**src/rtl/fetch_pc_unit.sv**
```systemverilog
`default_nettype none
// ============================================================================
// Module   : fetch_pc_unit
// Brief    : Fetch-stage PC sequencer feeding the icache and the IF/ID register.
// Revision : 1.0 - initial release
// ============================================================================
module fetch_pc_unit #(
    parameter int                 PC_SIZE    = 32,
    parameter int                 INSTR_SIZE = 32,
    parameter logic [PC_SIZE-1:0] RESET_PC   = '0,
    parameter int                 CNT_SIZE   = 32
) (
    input  logic                  clk,
    input  logic                  rst,
    output logic [PC_SIZE-1:0]    pc,
    input  logic [INSTR_SIZE-1:0] inst_fu,
    input  logic                  cache_miss,
    input  logic                  stall_id,
    input  logic                  branch_taken,
    input  logic [PC_SIZE-1:0]    branch_target,
    output logic [INSTR_SIZE-1:0] instr_id,
    output logic [PC_SIZE-1:0]    pc_id,
    output logic                  valid_id,
    output logic                  target_misaligned,
    output logic [CNT_SIZE-1:0]   miss_count
);

    typedef enum logic [1:0] {
        ST_RUN        = 2'd0,
        ST_MISS       = 2'd1,
        ST_MISS_REDIR = 2'd2
    } state_t;

    state_t                  r_state;
    state_t                  w_state_nxt;
    logic [PC_SIZE-1:0]      r_redir_pc;
    logic [PC_SIZE-1:0]      w_redir_pc_nxt;
    logic [PC_SIZE-1:0]      w_pc_nxt;
    logic [PC_SIZE-1:0]      w_pc_id_nxt;
    logic [INSTR_SIZE-1:0]   w_instr_id_nxt;
    logic                    w_valid_nxt;
    logic                    w_tmis_nxt;
    logic [CNT_SIZE-1:0]     w_cnt_nxt;
    logic [CNT_SIZE-1:0]     w_cnt_inc;
    logic [PC_SIZE-1:0]      w_target;
    logic                    w_load;

    assign w_target  = {branch_target[PC_SIZE-1:2], 2'b00};
    assign w_cnt_inc = (miss_count == {CNT_SIZE{1'b1}}) ? miss_count
                                                        : miss_count + CNT_SIZE'(1);

    always_comb begin
        w_state_nxt    = r_state;
        w_redir_pc_nxt = r_redir_pc;
        w_pc_nxt       = pc;
        w_pc_id_nxt    = pc_id;
        w_instr_id_nxt = instr_id;
        w_valid_nxt    = valid_id;
        w_tmis_nxt     = target_misaligned;
        w_cnt_nxt      = miss_count;
        w_load         = 1'b0;

        case (r_state)
            ST_RUN: begin
                if (branch_taken) begin
                    w_valid_nxt = 1'b0;
                    w_tmis_nxt  = |branch_target[1:0];
                    if (cache_miss) begin
                        // pc is the refill address, so the redirect waits
                        w_redir_pc_nxt = w_target;
                        w_cnt_nxt      = w_cnt_inc;
                        w_state_nxt    = ST_MISS_REDIR;
                    end else begin
                        w_pc_nxt = w_target;
                    end
                end else if (cache_miss) begin
                    w_state_nxt = ST_MISS;
                    w_cnt_nxt   = w_cnt_inc;
                    if (!stall_id) w_valid_nxt = 1'b0;
                end else if (!stall_id) begin
                    w_load = 1'b1;
                end
            end
            ST_MISS: begin
                if (branch_taken) begin
                    w_redir_pc_nxt = w_target;
                    w_valid_nxt    = 1'b0;
                    w_tmis_nxt     = |branch_target[1:0];
                    w_state_nxt    = ST_MISS_REDIR;
                end else if (!cache_miss) begin
                    w_state_nxt = ST_RUN;
                    if (!stall_id) w_load = 1'b1;
                end else if (!stall_id) begin
                    w_valid_nxt = 1'b0;
                end
            end
            ST_MISS_REDIR: begin
                w_valid_nxt = 1'b0;
                if (branch_taken) begin
                    w_redir_pc_nxt = w_target;
                    w_tmis_nxt     = |branch_target[1:0];
                end
                if (!cache_miss) begin
                    // youngest redirect wins, including one arriving this cycle
                    w_pc_nxt    = branch_taken ? w_target : r_redir_pc;
                    w_state_nxt = ST_RUN;
                end
            end
            default: begin
                w_state_nxt = ST_RUN;
            end
        endcase

        if (w_load) begin
            w_instr_id_nxt = inst_fu;
            w_pc_id_nxt    = pc;
            w_valid_nxt    = 1'b1;
            w_pc_nxt       = pc + PC_SIZE'(4);
        end
    end

    always_ff @(posedge clk or posedge rst) begin
        if (rst) begin
            r_state <= ST_RUN;
        end else begin
            r_state <= w_state_nxt;
        end
    end

    always_ff @(posedge clk or posedge rst) begin
        if (rst) begin
            pc                <= RESET_PC;
            r_redir_pc        <= '0;
            instr_id          <= '0;
            pc_id             <= '0;
            valid_id          <= 1'b0;
            target_misaligned <= 1'b0;
            miss_count        <= '0;
        end else begin
            pc                <= w_pc_nxt;
            r_redir_pc        <= w_redir_pc_nxt;
            instr_id          <= w_instr_id_nxt;
            pc_id             <= w_pc_id_nxt;
            valid_id          <= w_valid_nxt;
            target_misaligned <= w_tmis_nxt;
            miss_count        <= w_cnt_nxt;
        end
    end

endmodule
`default_nettype wire
```
**config.mk**
```make
export PLATFORM = sky130hd
export DESIGN_NAME = fetch_pc_unit
export DESIGN_NICKNAME = d
export VERILOG_FILES = /design/src/rtl/fetch_pc_unit.sv
export SDC_FILE = /design/constraint.sdc
export NUM_CORES = 1
export LEC_CHECK = 0
export BUFFER_PORTS_ARGS = -buffer_cell sky130_fd_sc_hd__buf_2
export CELL_PAD_IN_SITES_DETAIL_PLACEMENT = 2
export CELL_PAD_IN_SITES_GLOBAL_PLACEMENT = 2
export CORE_ASPECT_RATIO = 1.1
export CORE_MARGIN = 8
export CORE_UTILIZATION = 35
export DETAILED_ROUTE_END_ITERATION = 10
export PLACE_DENSITY = 0.84
export SYNTH_ARGS = -nofsm -noshare
export SYNTH_HDL_FRONTEND = slang
export SYNTH_SLANG_ARGS = --single-unit
```
**constraint.sdc**
```tcl
create_clock -name clk -period 9.78 [get_ports clk]
set_clock_uncertainty 0.15 [all_clocks]
set_input_delay 1.956 -clock clk [delete_from_list [all_inputs] [get_ports clk]]
set_output_delay 1.956 -clock clk [all_outputs]
set_load 0.03 [all_outputs]
```
==> summary.md <==
| Metric | Value |
|---|---|
| Grt met3 use | `between 5 and 6%` |
| IO Port Bufs | `198` |
| Grt met1 use | `between 20% and 30%` |
| Via Count | `6885` |
| I/O Pins | `~200` |
| Total die area | `~27000 um2` |
| Post-layout power | `between 3 and 4 mW` |
| Root Buffer | `clkbuf_16` |
| Power Density | `approximately 350 nW/um2` |
| Initial DRC Count | `264` |
| Setup TNS | `0 ps` |
| Post_cts resized | `0` |
| # setup viols final | `0` |
| Core Region | `between 20000 and 25000 um2` |
| CP required | `9940 ps` |
| VDD IR max | `0.1344 mV` |
| Busiest layer in global routing | `met2` |
| FF+latch count, synth | `between 150 and 200` |
| Mapped Avg Cell Area | `9.545 um2` |
| Final instance area | `9588 um2` |
| Worst Hold Launch | `pc_id[0]$_DFFE_PP0P_` |
| Starting Density | `35.22%` |
| Share of cells above drive strength 1 | `28.93%` |
| Post-synth ARST share | `between 90% and 100%` |
| DP Area | `approximately 9000 um2` |
| Min-Delay Path Class | `flip-flop to flip-flop` |
| Crit path arrival time | `between 4000 and 5000 ps` |
| CTS Hold Bufs | `0` |
| Peak fanout along the critical path | `80` |
| Syn_nets | `approximately 900` |
| Synthesized area | `approximately 7700 um2` |
| Worst setup startpoint | `cache_miss` |
| Synth cell types | `55` |
| Share of Yosys cell area claimed by the top area cell type | `53.21%` |
| Leakage power | `around 4.8 nW` |
| CTS tree | `built` |
| Clk sinks | `164` |
| Cell taking the most area after synthesis | `dfrtp_1` |
| Final Max Slew Viols | `0` |
| Num rows | `57` |
| Synthesis-to-layout area growth | `24.32%` |
| Sequential cell area fraction in the yosys report | `between 50% and 60%` |
| RSZ-0062 raised after global routing | `no` |
| CP endpoint kind | `flip-flop` |
| Total congestion overflow | `0` |
| Max-cap violations | `0` |
| Kind of critical path | `primary input to flip-flop` |
| CP Launch Type | `primary input` |
| Final period util | `between 40% and 50%` |
| Clock slew at reported path FFs | `approximately 70 ps` |
| Worst Max-Slew Pin Slew | `between 1000 and 1500 ps` |
| M2 GR Usage | `a little over a third` |
| Final Hold Fails | `0` |
| Routability congestion estimate | `0.7696` |
| Vias in the first global route | `around 7700` |
| Start of the worst register-to-register path | `r_state[0]$_DFFE_PP0P_` |
| Status | `finished clean` |
| Synth Instances | `around 800` |
| Post-synth EDFFs | `0` |
| Die W | `157.5 um` |
| Number of remaining DRC errors | `0` |
| Yosys warns | `0` |
| CTS buffer count | `17` |
| First-pass GRT wire length | `between 40 and 50 mm` |
| Antenna viol nets, final | `0` |
| Largest net degree at the start of global routing | `98` |
| WL/cell | `20.45 um` |
| Fillers | `around 2500` |
| Setup bufs post-CTS | `0` |
| Worst rel slew slack | `31.27%` |
| Antenna violations before repair | `7` |
| Total number of H-tree levels | `4` |
| Synth Flop Type | `dfrtp_1` |
| CTS Buffer Depth | `2` |
| Clk_lat worst skew | `430 ps` |
| Dpl hpwl | `18.43 mm` |
| Routed WL | `between 20 and 30 mm` |
| Drt via density | `roughly 5.3` |
| First-pass iteration count of the detailed router | `4` |
| Die Ht | `between 150 and 200 um` |
| Min Tclk post-route | `between 4000 and 5000 ps` |
| Total Routing Usage GR | `between 20% and 30%` |
| Nets | `1068` |
| Fmax | `around 240 MHz` |
| Area contributors post-synth | `dfrtp_1 53%, nand2_1 13%, mux2_2 4.8%` |
==> stage by stage <==
step,util (%),hold slack [ps],cells,worst slack (ps)
detailed placement,40.96,307.7,1269,5249
CTS,43.77,326.1,1301,5656
global placement,40.96,301.5,1269,5299
global route,43.78,354.8,1302,5507
finish,43.79,320.3,1303,5686
floorplan,-,309.1,808,3241
==> worst max-delay path, cell delays in order <==
cell and delay (ps):
buf_2 170, nor4_4 250, buf_4 710, nand4_1 420, o31ai_1 320, mux2_2 360
==> power by group <==
group	switching (mW)	leakage [nW]	internal, mW
Clock	0.305	0.294	0.409
Combinational	0.963	2.43	0.465
Sequential	0.262	2.05	0.947
Total	1.53	4.78	1.82
==> registers in the layout, indices dropped and copies added (netlist names) <==
signal	cells
instr_id	32
pc	32
r_state	2
target_misaligned	1
pc_id	32
valid_id	1
miss_count	32
r_redir_pc	32
==> area by class of cell <==
class / count / area, um2 / area share [%]
Antenna cell: 2 / 5.005 / 0.05220
Clock buffer: 17 / 425.4 / 4.437
Clock inverter: 15 / 190.2 / 1.984
Inverter: 10 / 42.54 / 0.4437
Multi-Input combinational cell: 592 / 3386 / 35.31
Sequential cell: 164 / 4104 / 42.80
Tap cell: 295 / 369.1 / 3.850
Timing Repair Buffer: 208 / 1066 / 11.12
==> routing by layer <==
| layer | part of all wire, % | up-vias |
|---|---|---|
| met5 | 0.24 | - |
| met4 | 2.3 | 12 |
| met3 | 5.2 | 47 |
| met2 | 52 | 152 |
| met1 | 40 | 3539 |
| li1 | - | 3135 |
==> cells in the final DEF, fill, tap and decap left out, drive strengths merged, types with 3 or more instances in the layout <==
| master | instances |
|---|---|
| a31o | 4 |
| a21oi | 23 |
| or3 | 3 |
| xor2 | 4 |
| and3 | 17 |
| bufinv | 3 |
| a221oi | 4 |
| a31oi | 3 |
| nand2 | 259 |
| mux2i | 15 |
| ha | 6 |
| nor2b | 6 |
| nor4 | 7 |
| dfrtp | 164 |
| nand4 | 24 |
| clkbuf | 17 |
| buf | 208 |
| o211ai | 4 |
| or2 | 4 |
| xnor2 | 28 |
| nand3 | 35 |
| nor2 | 27 |
| and4 | 9 |
| nor3 | 15 |
| nand2b | 3 |
| clkinvlp | 3 |
| mux2 | 33 |
| o31ai | 4 |
| inv | 17 |
| o21ai | 27 |
==> kinds of logic (layout without fill, tap and decap cells) <==
| kind of cell | count (synthesis) | count (layout) | synth area share [%] |
|---|---|---|---|
| buf+inv | 52 | 250 | 3.082 |
| xor+xnor | 32 | 32 | 3.634 |
| compound gates | 91 | 91 | 7.674 |
| flops | 164 | 164 | 53.21 |
| other cells | 0 | 2 | 0 |
| mux | 48 | 48 | 6.765 |
| fa+ha+maj | 6 | 6 | 0.9734 |
| simple gates | 415 | 415 | 24.66 |
==> synthesized netlist by cell type, drive strengths merged (3+ instances only) <==
cell    count
nand2b      3
nor3       15
nor4        7
nand4      24
o21ai      27
o211ai      4
xor2        4
nand3      35
ha          6
a31oi       3
nand2     259
or2         4
and4        9
nor2b       6
o31ai       4
dfrtp     164
nor2       27
mux2i      15
buf        18
and3       17
a221oi      4
xnor2      28
or3         3
a31o        4
inv        10
mux2       33
clkbuf     24
a21oi      23
==> worst paths after layout <==
path / slack [ps] / to / depth (start not counted)
max: 5690 / pc[11]$_DFFE_PP0P_ / 6
min: 320 / pc_id[0]$_DFFE_PP0P_ / 2
max reg2reg: 6410 / pc[11]$_DFFE_PP0P_ / 8
min reg2reg: 320 / pc_id[0]$_DFFE_PP0P_ / 2
max in group asynchronous: 6860 / pc[29]$_DFFE_PP0P_ / 3
min in group asynchronous: 1480 / instr_id[4]$_DFFE_PP0P_ / 2
Power figures use the tool's default switching activity.
